File: src/rtl/video_timing_pkg.sv
// Shared timing defaults, derived totals and FSM state
// encoding for the video timing generator.
package video_timing_pkg;

   localparam int H_ACT_DEF  = 1280;
   localparam int H_FP_DEF   = 110;
   localparam int H_SYNC_DEF = 40;
   localparam int H_BP_DEF   = 220;
   localparam int V_ACT_DEF  = 720;
   localparam int V_FP_DEF   = 5;
   localparam int V_SYNC_DEF = 5;
   localparam int V_BP_DEF   = 20;

   localparam int H_TOT_DEF =
      H_ACT_DEF + H_FP_DEF + H_SYNC_DEF + H_BP_DEF;
   localparam int V_TOT_DEF =
      V_ACT_DEF + V_FP_DEF + V_SYNC_DEF + V_BP_DEF;

   typedef enum logic [1:0] {
      IDLE,
      RUN,
      DRAIN
   } state_t;

   // Counter width able to hold 0..m-1 (at least 1 bit).
   function automatic int cw(input int m);
      return (m > 1) ? $clog2(m) : 1;
   endfunction

endpackage

File: src/rtl/video_timing_gen_wrap_counter.sv
// Modulo-MOD up counter with enable, clear and terminal count.
// Ports: clk, rst (sync, high), en, clr, cnt, tc (cnt==MOD-1).
module wrap_counter
   import video_timing_pkg::*;
#(
   parameter int MOD = 2,
   parameter int W   = cw(MOD)
) (
   input  logic         clk,
   input  logic         rst,
   input  logic         en,
   input  logic         clr,
   output logic [W-1:0] cnt,
   output logic         tc
);

   assign tc = (cnt == W'(MOD - 1));

   always_ff @(posedge clk) begin
      if (rst || clr) begin
         cnt <= '0;
      end else if (en) begin
         cnt <= tc ? '0 : cnt + W'(1);
      end
   end

endmodule

File: src/rtl/video_timing_gen.sv
// Raster timing generator: h/v counters, sync, blanking,
// active coordinates, frame pulses and a frame counter.
// Ports: clk, rst (sync, high), run (level) -> hsync, vsync,
// blank, col, row, sof, eof, frame_cnt, busy (all registered).
module video_timing_gen
   import video_timing_pkg::*;
#(
   parameter int H_ACT  = H_ACT_DEF,
   parameter int H_FP   = H_FP_DEF,
   parameter int H_SYNC = H_SYNC_DEF,
   parameter int H_BP   = H_BP_DEF,
   parameter int V_ACT  = V_ACT_DEF,
   parameter int V_FP   = V_FP_DEF,
   parameter int V_SYNC = V_SYNC_DEF,
   parameter int V_BP   = V_BP_DEF
) (
   input  logic        clk,
   input  logic        rst,
   input  logic        run,
   output logic        hsync,
   output logic        vsync,
   output logic        blank,
   output logic [10:0] col,
   output logic [9:0]  row,
   output logic        sof,
   output logic        eof,
   output logic [7:0]  frame_cnt,
   output logic        busy
);

   localparam int H_TOT = H_ACT + H_FP + H_SYNC + H_BP;
   localparam int V_TOT = V_ACT + V_FP + V_SYNC + V_BP;
   localparam int HW    = cw(H_TOT);
   localparam int VW    = cw(V_TOT);

   localparam logic [HW-1:0] H_A  = HW'(H_ACT);
   localparam logic [HW-1:0] H_AL = HW'(H_ACT - 1);
   localparam logic [HW-1:0] H_S0 = HW'(H_ACT + H_FP);
   localparam logic [HW-1:0] H_S1 =
      HW'(H_ACT + H_FP + H_SYNC - 1);
   localparam logic [VW-1:0] V_A  = VW'(V_ACT);
   localparam logic [VW-1:0] V_AL = VW'(V_ACT - 1);
   localparam logic [VW-1:0] V_S0 = VW'(V_ACT + V_FP);
   localparam logic [VW-1:0] V_S1 =
      VW'(V_ACT + V_FP + V_SYNC - 1);

   state_t        state;
   state_t        state_nxt;
   logic [HW-1:0] h;
   logic [VW-1:0] v;
   logic          h_tc;
   logic          v_tc;
   logic          cnt_en;
   logic          cnt_clr;
   logic          last;
   logic          act;

   assign last = h_tc & v_tc;
   assign act  = (h < H_A) && (v < V_A);

   wrap_counter #(.MOD(H_TOT), .W(HW)) u_h (
      .clk (clk),
      .rst (rst),
      .en  (cnt_en),
      .clr (cnt_clr),
      .cnt (h),
      .tc  (h_tc)
   );

   wrap_counter #(.MOD(V_TOT), .W(VW)) u_v (
      .clk (clk),
      .rst (rst),
      .en  (cnt_en & h_tc),
      .clr (cnt_clr),
      .cnt (v),
      .tc  (v_tc)
   );

   always_ff @(posedge clk) begin
      if (rst) begin
         state <= IDLE;
      end else begin
         state <= state_nxt;
      end
   end

   always_comb begin
      state_nxt = state;
      cnt_en    = 1'b0;
      cnt_clr   = 1'b0;
      unique case (state)
         IDLE: begin
            cnt_clr = 1'b1;
            if (run) state_nxt = RUN;
         end
         RUN: begin
            cnt_en = 1'b1;
            // Dropping run on the very last position ends the
            // frame now instead of draining a whole new frame.
            if (!run) state_nxt = last ? IDLE : DRAIN;
         end
         DRAIN: begin
            cnt_en = 1'b1;
            if (run) begin
               state_nxt = RUN;
            end else if (last) begin
               state_nxt = IDLE;
            end
         end
         default: state_nxt = IDLE;
      endcase
   end

   // Outputs describe the counter position of the previous cycle.
   always_ff @(posedge clk) begin
      if (rst) begin
         hsync     <= 1'b0;
         vsync     <= 1'b0;
         blank     <= 1'b1;
         col       <= '0;
         row       <= '0;
         sof       <= 1'b0;
         eof       <= 1'b0;
         busy      <= 1'b0;
         frame_cnt <= '0;
      end else begin
         busy <= (state != IDLE);
         if (state == IDLE) begin
            hsync <= 1'b0;
            vsync <= 1'b0;
            blank <= 1'b1;
            col   <= '0;
            row   <= '0;
            sof   <= 1'b0;
            eof   <= 1'b0;
         end else begin
            hsync <= (h >= H_S0) && (h <= H_S1);
            vsync <= (v >= V_S0) && (v <= V_S1);
            blank <= !act;
            col   <= act ? 11'(h) : '0;
            row   <= act ? 10'(v) : '0;
            sof   <= (h == '0) && (v == '0);
            eof   <= (h == H_AL) && (v == V_AL);
            if (last) frame_cnt <= frame_cnt + 8'd1;
         end
      end
   end

endmodule

File: config.mk
export PLATFORM = sky130hd
export DESIGN_NAME = video_timing_gen
export DESIGN_NICKNAME = d
export VERILOG_FILES = /design/src/rtl/video_timing_pkg.sv /design/src/rtl/video_timing_gen_wrap_counter.sv /design/src/rtl/video_timing_gen.sv
export SDC_FILE = /design/constraint.sdc
export NUM_CORES = 1
export LEC_CHECK = 0
export CORE_UTILIZATION = 35
export CTS_CLUSTER_SIZE = 40
export DETAILED_ROUTE_END_ITERATION = 8
export GPL_TIMING_DRIVEN = 0
export HOLD_SLACK_MARGIN = 0.12
export PLACE_DENSITY = 0.56
export RECOVER_POWER = 100
export SLEW_MARGIN = 20
export SYNTH_ARGS = -nofsm -noshare
export SYNTH_HDL_FRONTEND = slang
export SYNTH_HIERARCHICAL = 1
export SYNTH_SLANG_ARGS = --single-unit
File: constraint.sdc
create_clock -name clk -period 3.15 [get_ports clk]
set_clock_uncertainty 0.15 [all_clocks]
set_input_delay 0.63 -clock clk [delete_from_list [all_inputs] [get_ports clk]]
set_output_delay 0.63 -clock clk [all_outputs]
set_load 0.02 [all_outputs]
; ---- After elaboration in Yosys (flattened, before gate mapping)
; Cells that the tools add are included.
[classes]
n_addsub = 3
n_lt_le_gt_ge = 6
eq_ne = 9
muxes = 10
n_bitwise = 4
n_reduce_logical = 16
[op_table]
columns = op, n
row1 = $eq 11x11->1 const B, 2
row2 = $eq 10x10->1 const B, 2
row3 = $add 11x1->11 const B, 1
row4 = $ge 11x11->1 const B, 1
row5 = $le 11x11->1 const B, 1
row6 = $logic_not 11->1, 1
row7 = $lt 11x11->1 const B, 1
row8 = $mux 11, 1
row9 = $add 10x1->10 const B, 1
row10 = $ge 10x10->1 const B, 1
row11 = $le 10x10->1 const B, 1
row12 = $logic_not 10->1, 1
row13 = $lt 10x10->1 const B, 1
row14 = $mux 10, 1
row15 = $mux 2, 5
row16 = $add 8x1->8 const B, 1
row17 = $pmux 2 s3, 1
row18 = $logic_and 1x1->1, 5
row19 = $ne 2x2->1 const B, 2
row20 = $reduce_or 2->1, 2
row21 = $ne 3x3->1 const B, 1
row22 = $reduce_and 3->1, 1
row23 = $reduce_or 3->1, 1
row24 = $and 1x1->1, 2
row25 = 9 further kinds, 11
[totals]
register_bits = 58
inputBits = 3
out_inout_bits = 35
elab_cells = 60

; ---- Depth between registers and ports, before layout
[logic_depth]
word_depth = 5
mapped_depth = 9
ltp_nobuf = 8

; ---- Hierarchy
; Netlist, hierarchy kept.
[by_module_without_submodules]
columns = mod, instances, cells_each, area_per_inst_um2, seq_area_each_um2
row1 = video_timing_gen, 1, 147, 1411.4, 740.7
row2 = wrap_counter (u_h), 1, 59, 520.5, 220.2
row3 = wrap_counter (u_v), 1, 55, 506.7, 200.2

; ---- Worst setup path before layout
; Ideal clock, no wire load.
[synth_path]
kind = flip-flop to flip-flop
from = reg u_h.cnt[2]
to = reg u_v.cnt[1]
setup_ns = 0.145
arrival_ns = 1.909
t_required_ns = 2.855
path_slack_ns = 0.946
stages_incl_launch_ff = 8
path_buffers = 1
synth_period_minus_slack_ns = 2.204
cell_sequence = dfxtp_1 -> or3_1 -> nor3_2 -> and2_1 -> buf_4 -> inv_1 -> o41ai_4 -> a211oi_1
[synth_between]
elab_chain_cells = 2
[synth_lines]
columns = item, line_no
row1 = from (decl), video_timing_gen_wrap_counter.sv:13  ; output logic [W-1:0] cnt,
row2 = from (signal assigned), video_timing_gen_wrap_counter.sv:23  ; cnt <= tc ? '0 : cnt + W'(1);
row3 = $eq 11x11->1, video_timing_gen_wrap_counter.sv:17  ; assign tc = (cnt == W'(MOD - 1));
row4 = via h_tc, video_timing_gen.sv:51  ; logic h_tc;
row5 = $and 1x1->1, video_timing_gen.sv:73  ; .en (cnt_en & h_tc),
row6 = to (signal assigned), video_timing_gen_wrap_counter.sv:23
row7 = to (decl), video_timing_gen_wrap_counter.sv:13
; The timed path passes the listed nets, and every way through them passes these cells.
; A chain may end at the register's enable or synchronous reset.

; ---- Worst setup path after layout
[layout_path]
from = reg u_h.cnt[2]
to = reg u_v.cnt[4]
; Same word-level chain as after synthesis.

==> results.md <==
- Grt total ovfl: 0
- Max-slew violations: 0
- Clk root buf: clkbuf_8
- Routing usage on met3: under 10%
- Wire per inst: around 12 µm
- Post-synth net total: ~270
- Critical Path RT: ~3200 ps
- Worst-path clk slew: 60 ps
- Largest net degree at the start of global routing: 12
- Hold crit path type: flop to flop
- Post-synth EDFFs: 0
- Mean Syn Cell Area: 9.34 µm²
- Post-synth ARST share: 0%
- Synthesized instance count: 261
- Hold_ws: 355 ps
- IR drop worst, VDD: 0.000279 V
- Pwr dens: between 400 and 500 nW/µm²
- Count leader, synth: dfxtp_1
- Router iterations before antenna repair: 4
- Seq pwr share: 50.1%
- Synth top area share: 47.6%
- Comb pwr share: 3.9%
- Initial drt markers: 124
- Clock power frac: 45.9%
- Hold Startpoint: frame_cnt[6]
- Synth unique cells: slightly above 40
- CTS tree: built
- Reg2reg setup slack: 470 ps
- Finished Layout Cells: ~390
- Yosys reg bits: between 50 and 60
- Least-Margin Pin Slew: about 650 ps
- Area growth syn-to-layout: 26.7%
- Initial Util: 36.1%
- Sequential area share after synthesis: 47.6%
- Startpoint types: flop
- Status: complete, no violations
- Min Clock Period, post-route: 2680 ps
- Remaining antenna violation count: 0
- Sink Count: 58
- FF-to-FF End: u_v/cnt[4]
- Post-Place Cells: 378
- Slew margin rel.: 56.5%
- Ant diodes: 0
- Avg Vias per Cell: 5.04
- Int Pwr: 1170 µW
- Met1 Use GR: 19.2%
- Sw power: 315 µW
- Fin nets: about 320
- Total die area: roughly 7300 µm²
- RSZ-0062 raised after global routing: no
- RD Place Congestion: 0.801
- Fin. Hold Viols: 0
- Synth Cell Area: 2440 µm²
- RR Startpoint: u_h/cnt[2]
- Post-CTS Hold Buffers: 0
- H-tree depth: 3
- Worst EP arrival: 2720 ps
- Setup Viol. Count Final: 0
- Leakage Power: 0.00114 µW
- Grt met2 use: 21.7%
- Worst setup EP type: flop
- Post-CTS Setup Repair Bufs: 0
- Synth Flop Type: dfxtp_1
- DRT Wirelength: 4920 µm
- Setup TNS: 0 ps
- Layout cells sized above 1: 7.64%
- Top cells by count, synth: dfxtp_1, nor2_1, and2_1
- Synth warn: 6
- Max Cap Viol: 0
- Fmax: 372 MHz
- Clk_lat worst skew: 330 ps
- Setup CP Type: flop to flop
- DRC errors left: 0
- Crit path max fanout: 10
- Sw Share: 21.2%
- Hpwl dp: 3370 µm
- CTS max path bufs: 2
- First-pass GRT wire length: between 8000 and 9000 µm
- Synth area leader: dfxtp_1
- Worst Hold End: frame_cnt[6]
- Area of the core: between 6000 and 7000 µm²
- Port Buffers: 37
- Die H: 85.5 µm
- Synth top area cells: dfxtp_1, and2_1, nor2_1
- DR vias: 1984
- Vias in the first global route: 1786
- Hold Path Depth: 2
- Final Cycle Share: 85.2%
- Top Usage Layer GRT: met2
- Worst reg-to-reg path cell count: 7
- Die width: 85.5 µm
- Io pins: 38
- Initial antenna violation count: 0
- Num rows: 30
- CTS Buf Count: 9
- Total GRT Usage: 14.7%
- Layout fillers: 653
- Number of gates resized after cts: 0
[placed cells by master, fill, tap and decap left out, drive strengths merged]
cell / n
xor2: 9
nor2b: 1
bufinv: 1
dfxtp: 58
a31oi: 3
nand3b: 1
or4: 3
nand3: 10
clkinv: 1
clkdlybuf4s50: 2
clkbuf: 16
nand2: 17
o41ai: 1
nand4: 12
clkinvlp: 2
nor4: 4
a32oi: 1
o22ai: 1
and3b: 1
o211ai: 1
nor3: 12
nand4b: 3
a21oi: 9
nor2: 34
or3: 7
nand4bb: 2
inv: 6
dlygate4sd3: 35
buf: 2
ha: 9
nand2b: 3
xnor2: 10
and3: 1
a211oi: 2
o21ai: 6
and2: 23
o31ai: 3
a211o: 2
[state kept, by name, summed over array words and instances, names as in the netlist]
name and flops:
col 11, u_h/cnt 11, row 10, u_v/cnt 10, frame_cnt 8, state 2
blank 1, busy 1, eof 1, hsync 1, sof 1, vsync 1
[cells by family (layout without fill, tap and decap cells)]
family	count (synthesis)	count (layout)	synth area share, %
simple gates	134	134	30.3
flops	58	58	47.6
compound gates	29	29	8.26
xor+xnor	19	19	6.82
buf+inv	12	65	2.41
fa+ha+maj	9	9	4.62
[how the worst max path moves through the flow]
stage / start / to / slack [ps] / cells past startpoint
floorplan: u_h/cnt[2] / u_v/cnt[1] / 950 / 7
global placement: u_h/cnt[2] / u_v/cnt[1] / 590 / 7
detailed placement: u_h/cnt[2] / u_v/cnt[1] / 570 / 7
CTS: u_h/cnt[2] / u_v/cnt[4] / 560 / 7
global route: u_h/cnt[2] / u_v/cnt[4] / 300 / 7
finish: u_h/cnt[2] / u_v/cnt[4] / 470 / 7
[through the flow]
step                      total power [µW]  cell area (µm²)  setup slack, ps  utilization [%]
final                                 1480             3090              465             45.7
after detailed placement               821             2910              569             43.1
after CTS                             1510             3110              564             46.1
after floorplan                        801             2440              946                -
after global placement                 821             2910              590             43.1
after global routing                  1550             3090              299             45.7
[power groups by stage]
stage,Sequential (µW),Clock (µW),Combinational [µW]
2_1_floorplan,762,0,38.9
3_3_place_gp,759,0,62.3
6_report,743,681,58.3
3_5_place_dp,759,0,62.2
4_1_cts,743,703,62.8
5_1_grt,743,740,65.9
[per-layer routing]
metal / share of wire [%] / up-vias / routed length [µm]
li1: - / 1014 / -
met1: 50 / 911 / 2460
met2: 44 / 57 / 2180
met3: 5.1 / 2 / 249
met4: 0.59 / 0 / 29
met5: 0 / - / 0
[area by class of cell]
cell class                      count  area [µm²]  area share [%]
Clock inverter                      4        50.0            1.62
Timing Repair Buffer               37         370            12.0
Buffer                              6        27.5           0.891
Sequential cell                    58        1160            37.6
Inverter                            6        22.5           0.729
Multi-Input combinational cell    191        1200            38.9
Clock buffer                       12         155            5.02
Tap cell                           80         100            3.24
[worst max-delay path, cell delays in order, from the launching register on]
cell and delay, ps:
dfxtp_1 410, or3_1 400, nor3_1 390, and2_0 180, buf_4 160, inv_1 80
o41ai_4 670, nor2_1 110
Power figures use the tool's default switching activity.
